`src/rtl/mem_port_arbiter.sv`:
```
// Shares one single-port memory between instruction fetch and the load/store stage.
// Data side has priority; a starvation counter forces fetch through after STARVE_LIMIT data grants.
//
// state | meaning
// IDLE  | memory port free, grant on any request
// BUSY  | latched request presented on mem_*, waiting for mem_ready
// RESP  | owner's ack pulses for this one cycle, no new grant
module mem_port_arbiter #(
    parameter int DATA_WIDTH   = 32,
    parameter int ADDR_WIDTH   = 32,
    parameter int STARVE_LIMIT = 4
) (
    input  logic                  clk,
    input  logic                  rst_n,
    input  logic                  if_req,
    input  logic [ADDR_WIDTH-1:0] if_addr,
    output logic [DATA_WIDTH-1:0] if_rdata,
    output logic                  if_ack,
    input  logic                  dm_req,
    input  logic                  dm_we,
    input  logic [ADDR_WIDTH-1:0] dm_addr,
    input  logic [DATA_WIDTH-1:0] dm_wdata,
    output logic [DATA_WIDTH-1:0] dm_rdata,
    output logic                  dm_ack,
    output logic                  mem_req,
    output logic                  mem_we,
    output logic [ADDR_WIDTH-1:0] mem_addr,
    output logic [DATA_WIDTH-1:0] mem_wdata,
    input  logic [DATA_WIDTH-1:0] mem_rdata,
    input  logic                  mem_ready,
    output logic                  stall_fetch,
    output logic                  stall_mem
);

    localparam int CNT_W = $clog2(STARVE_LIMIT + 1);
    localparam logic [CNT_W-1:0] CNT_MAX = CNT_W'(STARVE_LIMIT);

    typedef enum logic [1:0] {
        ST_IDLE = 2'd0,
        ST_BUSY = 2'd1,
        ST_RESP = 2'd2
    } state_t;

    typedef enum logic {
        OWN_IF = 1'b0,
        OWN_DM = 1'b1
    } owner_t;

    state_t                state_q,      state_d;
    owner_t                owner_q,      owner_d;
    logic [CNT_W-1:0]      starve_cnt_q, starve_cnt_d;
    logic                  mem_req_q,    mem_req_d;
    logic                  mem_we_q,     mem_we_d;
    logic [ADDR_WIDTH-1:0] mem_addr_q,   mem_addr_d;
    logic [DATA_WIDTH-1:0] mem_wdata_q,  mem_wdata_d;
    logic [DATA_WIDTH-1:0] if_rdata_q,   if_rdata_d;
    logic [DATA_WIDTH-1:0] dm_rdata_q,   dm_rdata_d;
    logic                  if_ack_q,     if_ack_d;
    logic                  dm_ack_q,     dm_ack_d;

    logic fetch_starved;
    logic dm_win;
    logic if_win;

    // Fetch overrides data only once it has lost STARVE_LIMIT grants in a row.
    assign fetch_starved = if_req && (starve_cnt_q >= CNT_MAX);
    assign dm_win        = dm_req && !fetch_starved;
    assign if_win        = if_req && !dm_win;

    always_comb begin
        state_d      = state_q;
        owner_d      = owner_q;
        starve_cnt_d = starve_cnt_q;
        mem_req_d    = mem_req_q;
        mem_we_d     = mem_we_q;
        mem_addr_d   = mem_addr_q;
        mem_wdata_d  = mem_wdata_q;
        if_rdata_d   = if_rdata_q;
        dm_rdata_d   = dm_rdata_q;
        if_ack_d     = 1'b0;
        dm_ack_d     = 1'b0;

        case (state_q)
            ST_IDLE: begin
                if (dm_win) begin
                    state_d     = ST_BUSY;
                    owner_d     = OWN_DM;
                    mem_req_d   = 1'b1;
                    mem_we_d    = dm_we;
                    mem_addr_d  = dm_addr;
                    mem_wdata_d = dm_wdata;
                    if (if_req) begin
                        if (starve_cnt_q < CNT_MAX) begin
                            starve_cnt_d = starve_cnt_q + CNT_W'(1);
                        end
                    end else begin
                        starve_cnt_d = '0;
                    end
                end else if (if_win) begin
                    state_d      = ST_BUSY;
                    owner_d      = OWN_IF;
                    mem_req_d    = 1'b1;
                    mem_we_d     = 1'b0;
                    mem_addr_d   = if_addr;
                    mem_wdata_d  = mem_wdata_q;
                    starve_cnt_d = '0;
                end
            end

            ST_BUSY: begin
                if (mem_ready) begin
                    state_d   = ST_RESP;
                    mem_req_d = 1'b0;
                    mem_we_d  = 1'b0;
                    if (owner_q == OWN_DM) begin
                        dm_ack_d = 1'b1;
                        if (!mem_we_q) begin
                            dm_rdata_d = mem_rdata;
                        end
                    end else begin
                        if_ack_d   = 1'b1;
                        if_rdata_d = mem_rdata;
                    end
                end
            end

            ST_RESP: begin
                state_d = ST_IDLE;
            end

            default: begin
                state_d   = ST_IDLE;
                mem_req_d = 1'b0;
                mem_we_d  = 1'b0;
            end
        endcase
    end

    always_ff @(posedge clk or negedge rst_n) begin
        if (!rst_n) begin
            state_q      <= ST_IDLE;
            owner_q      <= OWN_IF;
            starve_cnt_q <= '0;
            mem_req_q    <= 1'b0;
            mem_we_q     <= 1'b0;
            mem_addr_q   <= '0;
            mem_wdata_q  <= '0;
            if_rdata_q   <= '0;
            dm_rdata_q   <= '0;
            if_ack_q     <= 1'b0;
            dm_ack_q     <= 1'b0;
        end else begin
            state_q      <= state_d;
            owner_q      <= owner_d;
            starve_cnt_q <= starve_cnt_d;
            mem_req_q    <= mem_req_d;
            mem_we_q     <= mem_we_d;
            mem_addr_q   <= mem_addr_d;
            mem_wdata_q  <= mem_wdata_d;
            if_rdata_q   <= if_rdata_d;
            dm_rdata_q   <= dm_rdata_d;
            if_ack_q     <= if_ack_d;
            dm_ack_q     <= dm_ack_d;
        end
    end

    assign mem_req     = mem_req_q;
    assign mem_we      = mem_we_q;
    assign mem_addr    = mem_addr_q;
    assign mem_wdata   = mem_wdata_q;
    assign if_rdata    = if_rdata_q;
    assign dm_rdata    = dm_rdata_q;
    assign if_ack      = if_ack_q;
    assign dm_ack      = dm_ack_q;
    assign stall_fetch = if_req & ~if_ack_q;
    assign stall_mem   = dm_req & ~dm_ack_q;

endmodule

```
`config.mk`:
```
export PLATFORM = sky130hd
export DESIGN_NAME = mem_port_arbiter
export DESIGN_NICKNAME = d
export VERILOG_FILES = /design/src/rtl/mem_port_arbiter.sv
export SDC_FILE = /design/constraint.sdc
export NUM_CORES = 1
export LEC_CHECK = 0
export ABC_AREA = 1
export CORE_ASPECT_RATIO = 1.2
export CORE_MARGIN = 4
export CORE_UTILIZATION = 42
export DETAILED_ROUTE_END_ITERATION = 8
export PLACE_DENSITY = 0.77
export SLEW_MARGIN = 15
export SYNTH_ARGS = -nofsm -noshare
export SYNTH_HDL_FRONTEND = slang
export SYNTH_SLANG_ARGS = --single-unit
export TNS_END_PERCENT = 100
```
`constraint.sdc`:
```
create_clock -name clk -period 1.5 [get_ports clk]
set_input_delay 0.375 -clock clk [delete_from_list [all_inputs] [get_ports clk]]
set_output_delay 0.375 -clock clk [all_outputs]
set_load 0.1 [all_outputs]
```
# ---- Yosys cells after proc, flatten, opt, wreduce, memory -nomap -nowiden
# Index checks and enable logic that the tools add are counted.
# Widths: inputs -> output; s select.
dict set report word_totals {
  register_bits 138
  input_bits 134
  out_inout_bits 134
  elab_cells 64
}
dict set report classes {
  addsub 1
  magnitude_cmp 2
  n_eq_ne 5
  mux 24
  bitwise 7
  reduce_logical 14
}
# op count
set ops {}
lappend ops {{$mux 32} 2}
lappend ops {{$mux 1} 12}
lappend ops {{$mux 3} 4}
lappend ops {{$reduce_and 3->1} 3}
lappend ops {{$mux 2} 3}
lappend ops {{$pmux 1 s3} 2}
lappend ops {{$reduce_and 2->1} 3}
lappend ops {{$not 1->1} 5}
lappend ops {{$pmux 2 s2} 1}
lappend ops {{$reduce_and 4->1} 1}
lappend ops {{$add 3x1->3 const B} 1}
lappend ops {{$ge 3x3->1 const B} 1}
lappend ops {{$logic_and 1x1->1} 3}
lappend ops {{$lt 3x3->1 const B} 1}
lappend ops {{$ne 3x2->1 const B} 1}
lappend ops {{$ne 3x3->1 const B} 1}
lappend ops {{$and 1x1->1} 2}
lappend ops {{$eq 2x1->1 const B} 1}
lappend ops {{$eq 2x2->1 const B} 1}
lappend ops {{$logic_not 1->1} 2}
lappend ops {{$logic_not 2->1} 1}
lappend ops {{$ne 2x2->1 const B} 1}
lappend ops {{$reduce_bool 2->1} 1}

# ---- Depth between registers and ports, before layout
# Gate-level depths: netlist of the first run.
dict set report depth {
  word_depth 9
  ltp_mapped 7
  mapped_depth_nobuf 6
}

# ---- Worst setup path before layout of the first run
# Ideal clock, no wire load.
dict set report synth_path {
  path_type {input-to-output}
  start {input port dm_req}
  end {output port stall_mem}
  arrival_time_ns 2.145
  t_required_ns 1.125
  setup_slack_ns -1.020
  path_stages 4
  n_path_buf 2
  path_cell_list {buf_2 > clkbuf_1 > inv_1 > nor2_1}
}
dict set report synth_via {
  elab_chain_len 1
}
# element line
set synth_lines {}
lappend synth_lines {{start: declaration} 19} ;# input logic dm_req,
lappend synth_lines {{$and 1x1->1} 176} ;# assign stall_mem = dm_req & ~dm_ack_q;
lappend synth_lines {{end: declaration} 32} ;# output logic stall_mem
# No other way between the ends.

# ---- Worst setup path in the final report of the first run
dict set report layout_path {
  start {register if_ack_q, in the netlist if_ack}
  end {output port stall_fetch}
}
dict set report layout_via {
  elab_chain_len 2
}
# element line
set layout_lines {}
lappend layout_lines {{start: declaration} 58} ;# logic if_ack_q, if_ack_d;
lappend layout_lines {{start signal: assignment} 162} ;# if_ack_q <= if_ack_d;
lappend layout_lines {{$not 1->1} 175} ;# assign stall_fetch = if_req & ~if_ack_q;
lappend layout_lines {{$and 1x1->1} 175}
lappend layout_lines {{end: declaration} 31} ;# output logic stall_fetch,
# No other way between the ends.

==> impl_metrics.env, run 1 <==
export IMPL_outcome="complete, but fails checks"
export IMPL_violations="negative setup slack"
export IMPL_ant_nets=0
export IMPL_utilization_pct=79.7
export IMPL_drc=0
export IMPL_grt_pass1_wl_um=32600
export IMPL_ys_ff_latch=138
export IMPL_routed_wirelength_um=20600
export IMPL_worst_pin_slew_ns=0.513
export IMPL_yosys_warnings=0
export IMPL_final_nets=1122
export IMPL_cp_max_fo=2
export IMPL_rows=47
export IMPL_vias=5802
export IMPL_skew_ns=0.00804
export IMPL_cp_end_kind="output pin"
export IMPL_clk_path_buf_depth=2
export IMPL_finalHoldViolCount=0
export IMPL_fp_dieW_um=116
export IMPL_io_buffers=267
export IMPL_dpl_worst_slack_ns=-0.394
export IMPL_place_congestion=0.808
export IMPL_syn_to_final_growth_pct=86.0
export IMPL_initial_core_util_pct=42.8
export IMPL_grt_max_degree=36
export IMPL_num_io_pins=268
export IMPL_period_needed_ns=1.58
export IMPL_ys_seq_area_share_pct=58.4
export IMPL_dieArea_um2=16100
export IMPL_cts_tree="built"
export IMPL_syn_inst=707
export IMPL_critPathKind="reg -> out"
export IMPL_synth_area_per_cell_um2=8.37
export IMPL_syn_num_nets=842
export IMPL_cp_required_ns=1.12
export IMPL_grt_overflow_total=0
export IMPL_cts_buffers=17
export IMPL_start_kind="flip-flop"
export IMPL_wl_per_cell_um=17.6
export IMPL_finalSetupTns_ns=-0.104
export IMPL_design_core_area_um2=13800
export IMPL_dpl_hpwl_um=15000
export IMPL_cts_root_buf="clkbuf_16"
export IMPL_finalSetupViolations=2
export IMPL_antenna_found_initial=2
export IMPL_timing_hold_worst_class="in -> async"
export IMPL_timing_hold_ws_ns=0.406
export IMPL_grt_use_total_pct=26.1
export IMPL_htreeDepth=4
export IMPL_dr_pass1_iters=5
export IMPL_drv_slew=0
export IMPL_clkSinkCount=138
export IMPL_fmax_mhz=631
export IMPL_netlist_cell_type_count=21
export IMPL_grt_pass1_vias=6147
export IMPL_die_y_um=138
export IMPL_cts_clk_slew_worst_paths_ns=0.06
export IMPL_maxCapViolations=0
export IMPL_clock_latency_ns=0.41
export IMPL_fin_ws_ns=-0.0847
export IMPL_drive_gt1_share_pct=21.3
export IMPL_vias_per_cell=4.95
export IMPL_synthesis_area_um2=5920
export IMPL_drtIter0Drc=392
export IMPL_rsz0062_at_grt="yes"
export IMPL_timing_final_crit_share_pct=106
export IMPL_slew_headroom_pct=65.7
export IMPL_arrival_ns=1.21
export IMPL_reg2reg_slack_ns=0.05
==> stage by stage <==
step                      instances  cell area (um^2)
after floorplan                 707              5950
after global placement         1136             10300
after detailed placement       1136             10300
after CTS                      1169             11000
after global routing           1172             11000
final                          1172             11000
==> kinds of logic after synthesis <==
group           synth area share (%)
flops                           58.4
fa+ha+maj                      0.211
simple gates                    34.8
compound gates                 0.254
buf+inv                         6.32
==> registers in the layout, summed over array words and instances, names as in the netlist <==
| name | flops |
|---|---|
| dm_rdata | 32 |
| if_rdata | 32 |
| mem_addr | 32 |
| mem_wdata | 32 |
| starve_cnt_q | 3 |
| state_q | 2 |
| dm_ack | 1 |
| if_ack | 1 |
| mem_req | 1 |
| mem_we | 1 |
| owner_q | 1 |
==> layout make-up <==
type	instances	area [um^2]
Multi-Input combinational cell	488	2130
Fill cell	857	2810
Inverter	43	164
Antenna cell	2	5.00
Clock inverter	10	165
Clock buffer	21	470
Tap cell	171	214
Timing Repair Buffer	299	4400
Sequential cell	138	3460
==> placed cells by master (no fill, tap or decap), types with 17 or more instances in the layout <==
master           instances
buf_12                 145
buf_4                   19
clkbuf_16               17
clkdlybuf4s50_1        130
dfrtp_1                135
inv_1                   40
nand2_1                367
nand3_1                 69
nand3b_1                32
==> Yosys cell counts, drive strengths merged <==
cell type | n | share of area [%]
nor3 | 1 | 0.17
o21ai | 3 | 0.25
clkbuf | 10 | 0.63
nand3 | 69 | 5.8
inv | 43 | 2.7
dfrtp | 138 | 58
ha | 1 | 0.21
nand2 | 370 | 24
nor2 | 9 | 0.89
nand4 | 2 | 0.21
nand3b | 32 | 4.1
buf | 29 | 3.0
==> worst max-delay path, stage by stage, from the launching register on <==
cell and delay, ns:
dfrtp_4 0.50, nor2_4 0.12, buf_12 0.18
==> timing repair <==
action	4_1_cts	5_1_grt
resized for setup	3	1
hold endpoints to repair	27	0
setup endpoints to repair	2	17
buffers inserted	1	0
gates cloned	0	1
hold buffers	1	0
pin swaps	0	2
==> layer usage <==
layer  share of wire, %  up-vias  routed length [um]  GRT usage, %
met5                  0        -                   0             0
met4                3.8        0                 781          11.7
met3                5.9       53                1230          5.24
met2                 54      237               11200          45.9
met1                 36     2766                7440          30.2
li1                   -     2746                   -             -
==> final timing paths <==
check / to / from / cells after the start
setup / recovery: stall_fetch / if_ack / 2
hold / removal: mem_wdata[16] / rst_n / 2
setup reg to reg: mem_addr[11] / state_q[0] / 5
hold reg to reg: starve_cnt_q[1] / starve_cnt_q[1] / 2
max in group asynchronous: if_rdata[6] / rst_n / 3
min in group clk: starve_cnt_q[1] / starve_cnt_q[1] / 2
Power of run 1 is not shown: default switching activity piles up to over one toggle a cycle in this logic, so the estimate is an artifact.
==> run 2: changes to the inputs <==
- CAP_MARGIN: default -> 20
- GPL_TIMING_DRIVEN: default -> 0
==> impl_metrics.env, run 2 (synthesis results as in run 1) <==
export IMPL_violations="negative setup slack"
export IMPL_io_buffers=266
export IMPL_final_cell_mix="nand2_1, buf_4, dfrtp_1"
export IMPL_cp_max_fo=2
export IMPL_wl_per_cell_um=15.5
export IMPL_startpoint="if_ack"
export IMPL_fmax_mhz=641
export IMPL_dpl_hpwl_um=13600
export IMPL_vias_per_cell=4.72
export IMPL_critPathMaxStageDelay_ns=0.49
export IMPL_rr_worst_depth=6
export IMPL_clock_latency_ns=0.41
export IMPL_place_congestion=0.841
export IMPL_timing_hold_worst_class="in -> reg"
export IMPL_grt_pass1_vias=5329
export IMPL_initial_core_util_pct=42.8
export IMPL_place_area_um2=8860
export IMPL_reg2reg_slack_ns=0.11
export IMPL_grt_pass1_wl_um=28500
export IMPL_drtIter0Drc=298
export IMPL_grt_max_degree=100
export IMPL_drv_slew=0
export IMPL_slew_headroom_pct=66.2
export IMPL_timing_rr_start="starve_cnt_q[2]"
export IMPL_arrival_ns=1.18
export IMPL_cts_clk_slew_worst_paths_ns=0.06
export IMPL_ant_nets=0
export IMPL_design_area_um2=9210
export IMPL_period_needed_ns=1.56
export IMPL_drc=0
export IMPL_worst_pin_slew_ns=0.508
export IMPL_clkSinkCount=138
export IMPL_r2r_end="mem_we"
export IMPL_dr_pass1_iters=5
export IMPL_cts_root_buf="clkbuf_16"
export IMPL_rows=47
export IMPL_htreeDepth=4
export IMPL_grt_use_total_pct=22.7
export IMPL_fin_ws_ns=-0.0598
export IMPL_final_nets=1129
export IMPL_finalHoldViolCount=0
export IMPL_cp_cell_sequence="nor2_4, buf_12"
export IMPL_cts_setup_buffers=0
export IMPL_layout_commonest_cell="nand2_1"
export IMPL_critPathKind="reg -> out"
export IMPL_skew_ns=0.00754
export IMPL_rsz0062_at_grt="yes"
export IMPL_vias=5557
export IMPL_num_io_pins=268
export IMPL_drive_gt1_share_pct=21.6
export IMPL_cts_tree="built"
export IMPL_finalSetupViolations=2
export IMPL_outcome="complete, but fails checks"
export IMPL_syn_to_final_growth_pct=55.6
export IMPL_routed_wirelength_um=18200
export IMPL_dieArea_um2=16100
export IMPL_endpoint="stall_fetch"
export IMPL_design_core_area_um2=13800
export IMPL_grt_overflow_total=0
export IMPL_antenna_found_initial=0
export IMPL_slowest_stage="dfrtp_4"
export IMPL_die_y_um=138
export IMPL_cts_buffers=17
export IMPL_clk_path_buf_depth=2
export IMPL_cp_end_kind="output pin"
export IMPL_maxCapViolations=0
export IMPL_timing_final_crit_share_pct=104
export IMPL_start_kind="flip-flop"
export IMPL_fp_dieW_um=116
export IMPL_cp_required_ns=1.12
export IMPL_diodes=0
## run 2: cell types whose count changed in the layout (fill, tap and decap cells not counted), sizes merged, moves of 2 or more
cell         delta
bufinv          -2
clkbuf         +13
diode           -2
buf             -4
clkinv          +5
clkinvlp        -2
dlygate4sd2     -2
## run 2: what timing repair did
| action | 4_1_cts | 5_1_grt |
|---|---|---|
| hold buffers | 1 | 0 |
| hold endpoints to repair | 39 | 0 |
| cloned | 0 | 0 |
| gates resized for setup | 814 | 18 |
| endpoints found under the setup margin | 135 | 84 |
## run 2: worst min-delay path by stage
stage	start	to	slack, ns	cells past startpoint
floorplan	rst_n	dm_ack	0.08	0
finish	dm_req	starve_cnt_q[2]	0.28	3
global placement	mem_wdata[25]	mem_wdata[25]	0.45	2
CTS	dm_req	starve_cnt_q[2]	0.26	3
global route	dm_req	starve_cnt_q[2]	0.31	3
detailed placement	rst_n	mem_wdata[9]	0.28	1
## run 2: area by class of cell
class | instances | area [um^2]
clock buffers | 21 | 480
multi-input cells | 487 | 2120
clock inverters | 10 | 118
repair buffers | 268 | 2410
fillers | 1216 | 4610
flip-flops and latches | 138 | 3460
plain buffers | 39 | 245
well taps | 171 | 214
inverters | 43 | 161
## run 2: metal layers
metal / up-vias / track usage (%) / part of all wire, %
met1: 2580 / 29.0 / 40
met4: 0 / 9.53 / 3.3
met3: 35 / 4.46 / 6.1
met2: 171 / 37.2 / 51
li1: 2771 / - / -
met5: - / 0 / 0
## run 2: worst max-delay path: cells and delay by family (launching register included)
family                 cells  cell delay (ns)
buffers and inverters      1             0.18
DFF                        1             0.49
and+or+nand+nor            1             0.11
## run 2: metrics by stage
stage | setup slack, ns | TNS (ns) | cells | util [%] | hold WS, ns
floorplan | -0.0563 | -0.0590 | 707 | - | 0.0794
global placement | -6.51 | -854.33 | 1144 | 63.9 | 0.452
detailed placement | -1.26 | -91.67 | 1145 | 64.1 | 0.279
CTS | -0.0821 | -0.110 | 1177 | 66.4 | 0.263
global route | -0.102 | -0.152 | 1177 | 66.6 | 0.310
finish | -0.0598 | -0.0633 | 1177 | 66.6 | 0.284
Power of run 2 is left out for the same reason.
==> run 3: changes to the inputs <==
- CORE_MARGIN: 4 -> default
- clock period: 1.5 -> 1.55 ns (I/O delays scaled with it)
==> impl_metrics.env, run 3 (synthesis results as in run 1) <==
export IMPL_busiest_layer="met2"
export IMPL_outcome="finished clean"
export IMPL_worst_pin_slew_ns=0.507
export IMPL_drive_gt1_share_pct=21.2
export IMPL_arrival_ns=1.14
export IMPL_htreeDepth=4
export IMPL_reg2reg_slack_ns=0.12
export IMPL_fin_ws_ns=0.0201
export IMPL_rr_worst_depth=6
export IMPL_slew_headroom_pct=66.2
export IMPL_rows=47
export IMPL_drc=0
export IMPL_n_fill_cell=1198
export IMPL_routed_wirelength_um=17600
export IMPL_cts_tree="built"
export IMPL_period_needed_ns=1.53
export IMPL_endpoint="stall_mem"
export IMPL_cts_buffers=17
export IMPL_cp_max_fo=2
export IMPL_antenna_found_initial=0
export IMPL_wl_per_cell_um=14.9
export IMPL_dr_pass1_iters=4
export IMPL_cp_end_kind="output pin"
export IMPL_skew_ns=0.00474
export IMPL_die_y_um=132
export IMPL_vias=5622
export IMPL_diodes=0
export IMPL_vias_per_cell=4.77
export IMPL_fmax_mhz=654
export IMPL_layout_commonest_cell="nand2_1"
export IMPL_drv_slew=0
export IMPL_grt_max_degree=75
export IMPL_io_buffers=266
export IMPL_grt_pass1_wl_um=27900
export IMPL_place_congestion=0.825
export IMPL_grt_pass1_vias=5577
export IMPL_timing_hold_worst_class="in -> reg"
export IMPL_maxCapViolations=0
export IMPL_ant_nets=0
export IMPL_grtUsageMet2_pct=41.3
export IMPL_clock_latency_ns=0.42
export IMPL_finalHoldViolCount=0
export IMPL_cp_cell_sequence="nor2_4, buf_12"
export IMPL_grt_use_total_pct=25.2
export IMPL_finalSetupViolations=0
export IMPL_design_core_area_um2=13800
export IMPL_globalRouteMet1Util_pct=30.2
export IMPL_critPathKind="reg -> out"
export IMPL_crit_family="flip-flops"
export IMPL_grtUsageMet3_pct=7.12
export IMPL_slowest_stage="dfrtp_1"
export IMPL_cts_root_buf="clkbuf_16"
export IMPL_dpl_hpwl_um=12700
export IMPL_rsz0062_at_grt="yes"
export IMPL_final_nets=1129
export IMPL_startpoint="dm_ack"
export IMPL_grt_overflow_total=0
export IMPL_clkSinkCount=138
export IMPL_fp_dieW_um=110
export IMPL_dieArea_um2=14600
export IMPL_syn_to_final_growth_pct=54.1
export IMPL_critical_path_buf_inv_count=1
export IMPL_timing_rr_start="starve_cnt_q[2]"
export IMPL_min_path_cells=3
export IMPL_cts_clk_slew_worst_paths_ns=0.06
export IMPL_drtIter0Drc=286
export IMPL_start_kind="flip-flop"
export IMPL_path_depth=2
export IMPL_critPathMaxStageDelay_ns=0.42
export IMPL_num_io_pins=268
export IMPL_initial_core_util_pct=43.0
export IMPL_clk_path_buf_depth=2
export IMPL_timing_final_crit_share_pct=98.7
export IMPL_r2r_end="mem_we"
export IMPL_final_cell_mix="nand2_1, buf_4, dfrtp_1"
export IMPL_dpl_worst_slack_ns=-1.25
export IMPL_cp_required_ns=1.16
## run 3: metal layers
layer,vias up,routed length [um]
met5,-,0
met2,181,8890
met1,2631,6990
met4,0,667
li1,2765,-
met3,45,1030
## run 3: tightest hold or removal path, stage by stage
cell     delay, ns
buf_4         0.16
nand4_1       0.09
o21ai_0       0.08
## run 3: timing repair
action / 4_1_cts / 5_1_grt
hold buffers: 1 / 0
hold endpoints to repair: 64 / 0
setup endpoints to repair: 136 / 33
gates resized for setup: 816 / 11
buffers inserted: 0 / 0
## run 3: metrics by stage
stage | std cells | setup TNS (ns) | hold WS, ns | area, um^2 | util (%)
floorplan | 707 | -0.224 | 0.0919 | 5940 | -
global route | 1178 | -0.103 | 0.377 | 9120 | 66.3
detailed placement | 1145 | -83.34 | 0.361 | 8840 | 64.3
CTS | 1178 | -0.00680 | 0.334 | 9100 | 66.2
global placement | 1144 | -846.78 | 0.454 | 8810 | 64.0
finish | 1178 | 0 | 0.353 | 9120 | 66.3
## run 3: area by class of cell
type	instances	area [um^2]	area share, %
well taps	171	214	2.35
repair buffers	268	2400	26.3
flip-flops and latches	138	3460	37.9
clock inverters	11	98.8	1.08
multi-input cells	487	2110	23.1
clock buffers	21	450	4.94
plain buffers	39	233	2.55
inverters	43	161	1.77
## run 3: worst min path at each step
stage,from,endpoint
after floorplan,rst_n,dm_ack
after global placement,mem_wdata[28],mem_wdata[28]
after detailed placement,rst_n,mem_wdata[8]
after CTS,dm_req,starve_cnt_q[2]
after global routing,dm_req,starve_cnt_q[2]
final,dm_req,starve_cnt_q[2]
Power of run 3 is left out for the same reason.
